--- src/rtl/bpu_btb.sv ---
// Fully-associative branch target buffer with 2-bit direction counters.
// Two lookup ports per fetch pair, one resolution update port, round-robin replacement.
`timescale 1ns/1ps
module bpu_btb #(
   parameter int         ENTRIES  = 8,
   parameter logic [1:0] CNT_INIT = 2'b10
) (
   input  logic        clk,
   input  logic        resetn,
   input  logic [31:0] current_pc1,
   input  logic [31:0] current_pc2,
   input  logic        upd_valid,
   input  logic [31:0] upd_pc,
   input  logic        upd_taken,
   input  logic [31:0] upd_target,
   input  logic        flush_all,
   output logic [32:0] bp_bus,
   output logic        next_inst_invalid,
   output logic        hit_any
);

   localparam int IW = $clog2(ENTRIES);

   logic [ENTRIES-1:0] valid_q, valid_d;
   logic [31:0]        tag_q    [ENTRIES];
   logic [31:0]        tag_d    [ENTRIES];
   logic [31:0]        target_q [ENTRIES];
   logic [31:0]        target_d [ENTRIES];
   logic [1:0]         cnt_q    [ENTRIES];
   logic [1:0]         cnt_d    [ENTRIES];
   logic [IW-1:0]      rr_q, rr_d;

   logic [ENTRIES-1:0] hit1, hit2, upd_hit;
   logic               tk0, tk1;
   logic [31:0]        tgt0, tgt1;
   logic               free_found;
   logic [IW-1:0]      free_idx, alloc_idx;

   // Tags are unique (allocation only on miss), so OR-reducing hit targets is exact.
   always_comb begin
      hit1    = '0;
      hit2    = '0;
      upd_hit = '0;
      tk0     = 1'b0;
      tk1     = 1'b0;
      tgt0    = '0;
      tgt1    = '0;
      for (int i = 0; i < ENTRIES; i++) begin
         hit1[i]    = valid_q[i] && (tag_q[i] == current_pc1);
         hit2[i]    = valid_q[i] && (tag_q[i] == current_pc2);
         upd_hit[i] = valid_q[i] && (tag_q[i] == upd_pc);
         if (hit1[i] && cnt_q[i][1]) begin
            tk0  = 1'b1;
            tgt0 = tgt0 | target_q[i];
         end
         if (hit2[i] && cnt_q[i][1]) begin
            tk1  = 1'b1;
            tgt1 = tgt1 | target_q[i];
         end
      end
   end

   assign next_inst_invalid = tk0;
   assign hit_any           = (|hit1) | (|hit2);
   assign bp_bus            = {tk0 | tk1, tk0 ? tgt0 : (tk1 ? tgt1 : 32'h0)};

   always_comb begin
      valid_d    = valid_q;
      tag_d      = tag_q;
      target_d   = target_q;
      cnt_d      = cnt_q;
      rr_d       = rr_q;
      free_found = 1'b0;
      free_idx   = '0;
      alloc_idx  = '0;
      // Scan downward so the last match left standing is the lowest free index.
      for (int i = ENTRIES - 1; i >= 0; i--) begin
         if (!valid_q[i]) begin
            free_found = 1'b1;
            free_idx   = IW'(i);
         end
      end
      if (flush_all) begin
         valid_d = '0;
      end else if (upd_valid) begin
         if (|upd_hit) begin
            for (int i = 0; i < ENTRIES; i++) begin
               if (upd_hit[i]) begin
                  if (upd_taken) begin
                     if (cnt_q[i] != 2'b11) cnt_d[i] = cnt_q[i] + 2'd1;
                     target_d[i] = upd_target;
                  end else if (cnt_q[i] != 2'b00) begin
                     cnt_d[i] = cnt_q[i] - 2'd1;
                  end
               end
            end
         end else if (upd_taken) begin
            alloc_idx           = free_found ? free_idx : rr_q;
            valid_d[alloc_idx]  = 1'b1;
            tag_d[alloc_idx]    = upd_pc;
            target_d[alloc_idx] = upd_target;
            cnt_d[alloc_idx]    = CNT_INIT;
            if (!free_found) rr_d = rr_q + IW'(1);
         end
      end
   end

   always_ff @(posedge clk or negedge resetn) begin
      if (!resetn) begin
         valid_q <= '0;
         rr_q    <= '0;
         for (int i = 0; i < ENTRIES; i++) begin
            tag_q[i]    <= '0;
            target_q[i] <= '0;
            cnt_q[i]    <= '0;
         end
      end else begin
         valid_q  <= valid_d;
         tag_q    <= tag_d;
         target_q <= target_d;
         cnt_q    <= cnt_d;
         rr_q     <= rr_d;
      end
   end

endmodule

--- config.mk ---
export PLATFORM = sky130hd
export DESIGN_NAME = bpu_btb
export DESIGN_NICKNAME = d
export VERILOG_FILES = /design/src/rtl/bpu_btb.sv
export SDC_FILE = /design/constraint.sdc
export NUM_CORES = 2
export LEC_CHECK = 0
export ABC_AREA = 1
export CAP_MARGIN = 20
export CORE_UTILIZATION = 40
export CTS_CLUSTER_DIAMETER = 150
export DETAILED_ROUTE_END_ITERATION = 6
export PLACE_DENSITY_LB_ADDON = 0.3
export SYNTH_ARGS = -nofsm -noshare
export SYNTH_HDL_FRONTEND = slang
export SYNTH_SLANG_ARGS = --single-unit
--- constraint.sdc ---
create_clock -name clk -period 5.25 [get_ports clk]
set_clock_uncertainty 0.15 [all_clocks]
set_input_delay 0.7875 -clock clk [delete_from_list [all_inputs] [get_ports clk]]
set_output_delay 0.7875 -clock clk [all_outputs]
set_load 0.03 [all_outputs]
==> results.md <==
* Post-Synth Simple-Gate Area at 0.325
* Status: finished, violations left
* Clk root buf: clkbuf_16
* CP max FO at 11
* CTS tree: built
* Rows at 110
* Ys async rst share at 1.00
* Post-Syn Nets at between 5,000 and 6,000
* Worst vdd ir at about 0.00034 V
* Critical path endpoint category: output port
* YS warnings at 0
* Multiplexer area fraction after synthesis at 0
* Req. time, crit path at 4310 ps
* Layout cell share with drive strength beyond 1 at 0.134
* Die Span X at ~300 um
* First-pass GRT wire length at 346,000 um
* Crit path launch: tag_q[0]$_DFFE_PN0P_
* Fillers at 9,051
* Crit path time final at around 5400 ps
* Port Buffer Count at 167
* Final setup margin at -101 ps
* Remaining Overflow, GRT at 0
* Post-DR wirelength/cell at 36.8 um
* CP Class: reg -> out
* Postcts setup bufs at 0
* DRT antenna net count at 0
* IO Pins at approximately 170
* Min Hold Slack at -11.2 ps
* Final hold violation count at 5
* Cell taking the most area after synthesis: dfrtp_1
* Pwr/cell area at 280 nW/um^2
* Compound-Gate Fraction of Synth Area at 0.145
* Clock Pin Slew Worst Setup and Hold Paths at 60 ps
* R2r startpoint: valid_q[3]$_DFFE_PN0P_
* Critical path startpoint category: register
* Slew Viols, Final at 0
* Register area share after synthesis at 0.371
* Die area at 92,100 sq um
* Cell variety after synth at 45
* Total negative slack at -734 ps
* Cell area after synthesis at approximately 36,000 sq um
* Synth Area in XOR/XNOR at 0.0568
* Unrepaired setup endpoints after global routing: no
* CTS Buffer Depth at 3
* Worst-Margin Slew at 1210 ps
* Die H at ~300 um
* Max_cap viols at 0
* Seq cells post-synth at 539
* Failing checks: DRC, hold timing, setup timing
* Post-synth top area share at 0.371
* CTS sink cnt at 539
* DR iter-0 viols at 8,911
* Initial antenna violation count at 29
* CTS H-tree depth at 3
* Number of synthesized flops with an enable pin at 0
* Most frequent cells in the layout: nand2_1 (1,988), dfrtp_1 (536), buf_4 (432)
* Multi-input logic area at 19,300 sq um
* Post-DR vias/cell at 6.58
* CORE AREA at 90,000 sq um
* Setup-failing EPs final at 21
* Period utilization at 1.02
* GRT Total Usage at 0.553
* Syn Area/Cell at 6.72 sq um
* Cells after synthesis at 5,411
* CTS buffer count at 67
* Final #Nets at slightly below 6,000
* Post-synthesis adder-cell area fraction at 0.000344
* Headroom to the max-slew limit at 0.187
* P_leak at 0.0215 uW
* Pin count of the biggest net entering global routing at 98
* Main combinational cell family by area after synthesis: simple AND/OR/NAND/NOR gates
* Via Count at 46,300
* Final HPWL from detailed placement at 189,000 um
* Post-Route WL at 259,000 um
* Hold crit path type: in -> async
* Vias in the first global route at 41,700
* Skew-Pair Late Insertion Delay at 680 ps
* Synth Flop Type: dfrtp_1
* Worst Path Arrival at 4410 ps
* DRC viols at 45
* Sequential Area at 13,500 sq um
* Last weighted congestion value of the routability-driven placer at 1.17
* Synth-to-layout area growth at 24.8%
* Pre-antenna DRT Iters at 7
* Most common cell after layout, fill and taps aside: nand2_1
* Starting Density at 0.404
* Largest cells by area after synthesis: dfrtp_1 (37%), nand2_1 (21%), o22ai_1 (4.6%)
* Fmax at 187 MHz
cells in the mapped netlist, types with 9 or more instances:
cell      count
nand3_1     125
a221oi_1     35
nand2_1    1993
buf_2       166
xnor2_1     188
buf_4        54
inv_1       421
nor3_1       12
nand4_1     268
nor4_1       12
dfrtp_1     539
nand3_2      14
nand2_2       9
o21ai_0     324
clkbuf_1    128
o22ai_1     269
inv_2        34
buf_6        17
a21oi_1      39
nor2_1      394
xor2_1       48
o21ai_1     257
through the flow:
stage | utilization | instance area [sq um] | instances | setup WS, ps | total power, uW
5_1_grt | 0.504 | 45300 | 7018 | 3.20 | 12800
3_3_place_gp | 0.477 | 43000 | 6897 | 168 | 7360
6_report | 0.504 | 45400 | 7037 | -101 | 12700
4_1_cts | 0.503 | 45300 | 7017 | 167 | 12400
3_5_place_dp | 0.477 | 43000 | 6897 | 171 | 7350
2_1_floorplan | - | 36400 | 5411 | 1570 | 5920
power breakdown:
group          internal [uW]  switching [uW]  leakage [uW]
logic                    797            1720        0.0132
registers               4470             569       0.00717
clock network           3020            2110       0.00115
total                   8290            4400        0.0215
sequential cells by signal (all words and copies together) (netlist names):
register	cells
cnt_q	16
rr_q	3
tag_q	256
target_q	256
valid_q	8
path summary, 6_finish.rpt:
| path | end | slack (ps) | cells past startpoint |
|---|---|---|---|
| min in group clk | rr_q[2]$_DFFE_PN0P_ | 350 | 2 |
| max in group asynchronous | target_q[130]$_DFFE_PN0P_ | 3700 | 2 |
| hold reg to reg | rr_q[2]$_DFFE_PN0P_ | 350 | 2 |
| setup reg to reg | target_q[201]$_DFFE_PN0P_ | 1210 | 18 |
| setup / recovery | bp_bus[14] | -100 | 12 |
| hold / removal | tag_q[131]$_DFFE_PN0P_ | -10 | 1 |
critical path, stage by stage, from the launching register on:
cell and delay (ps):
dfrtp_1 750, inv_1 320, o22ai_1 950, nor4_1 100, nand2_1 120, nor2_1 100
nand3_1 140, nand4_1 150, nor2_4 440, buf_12 210, nand3_1 90, nand2_1 170
buf_4 200
per-layer routing:
metal	part of all wire	up-vias	track usage	wire length, um
li1	-	18400	-	-
met1	0.37	22000	0.705	95700
met2	0.37	4664	0.724	96900
met3	0.17	1287	0.278	44600
met4	0.083	10	0.361	21400
met5	0.00024	-	0	63
kinds of logic (layout without fill, tap and decap cells):
group / after synthesis / in the layout
AO/OA/AOI/OAI: 944 / 944
XOR/XNOR: 236 / 236
adder cells (fa/ha/maj): 1 / 1
buffers and inverters: 836 / 1266
flip-flops: 539 / 539
other: 0 / 20
AND/OR/NAND/NOR: 2855 / 2855
repair_timing:
item                                    4_1_cts  5_1_grt
hold buffers                                  0        0
resized for setup                             0        4
endpoints found under the setup margin        0       34
final cells by class:
cell class	count	share of cell area
antenna	20	0.00110
multi-input combinational	4036	0.426
inverter	465	0.0388
clock buffer	93	0.0431
timing repair buffer	681	0.152
clock inverter	27	0.00874
tap	1176	0.0324
sequential	539	0.297
(Power assumes the default switching activity.)
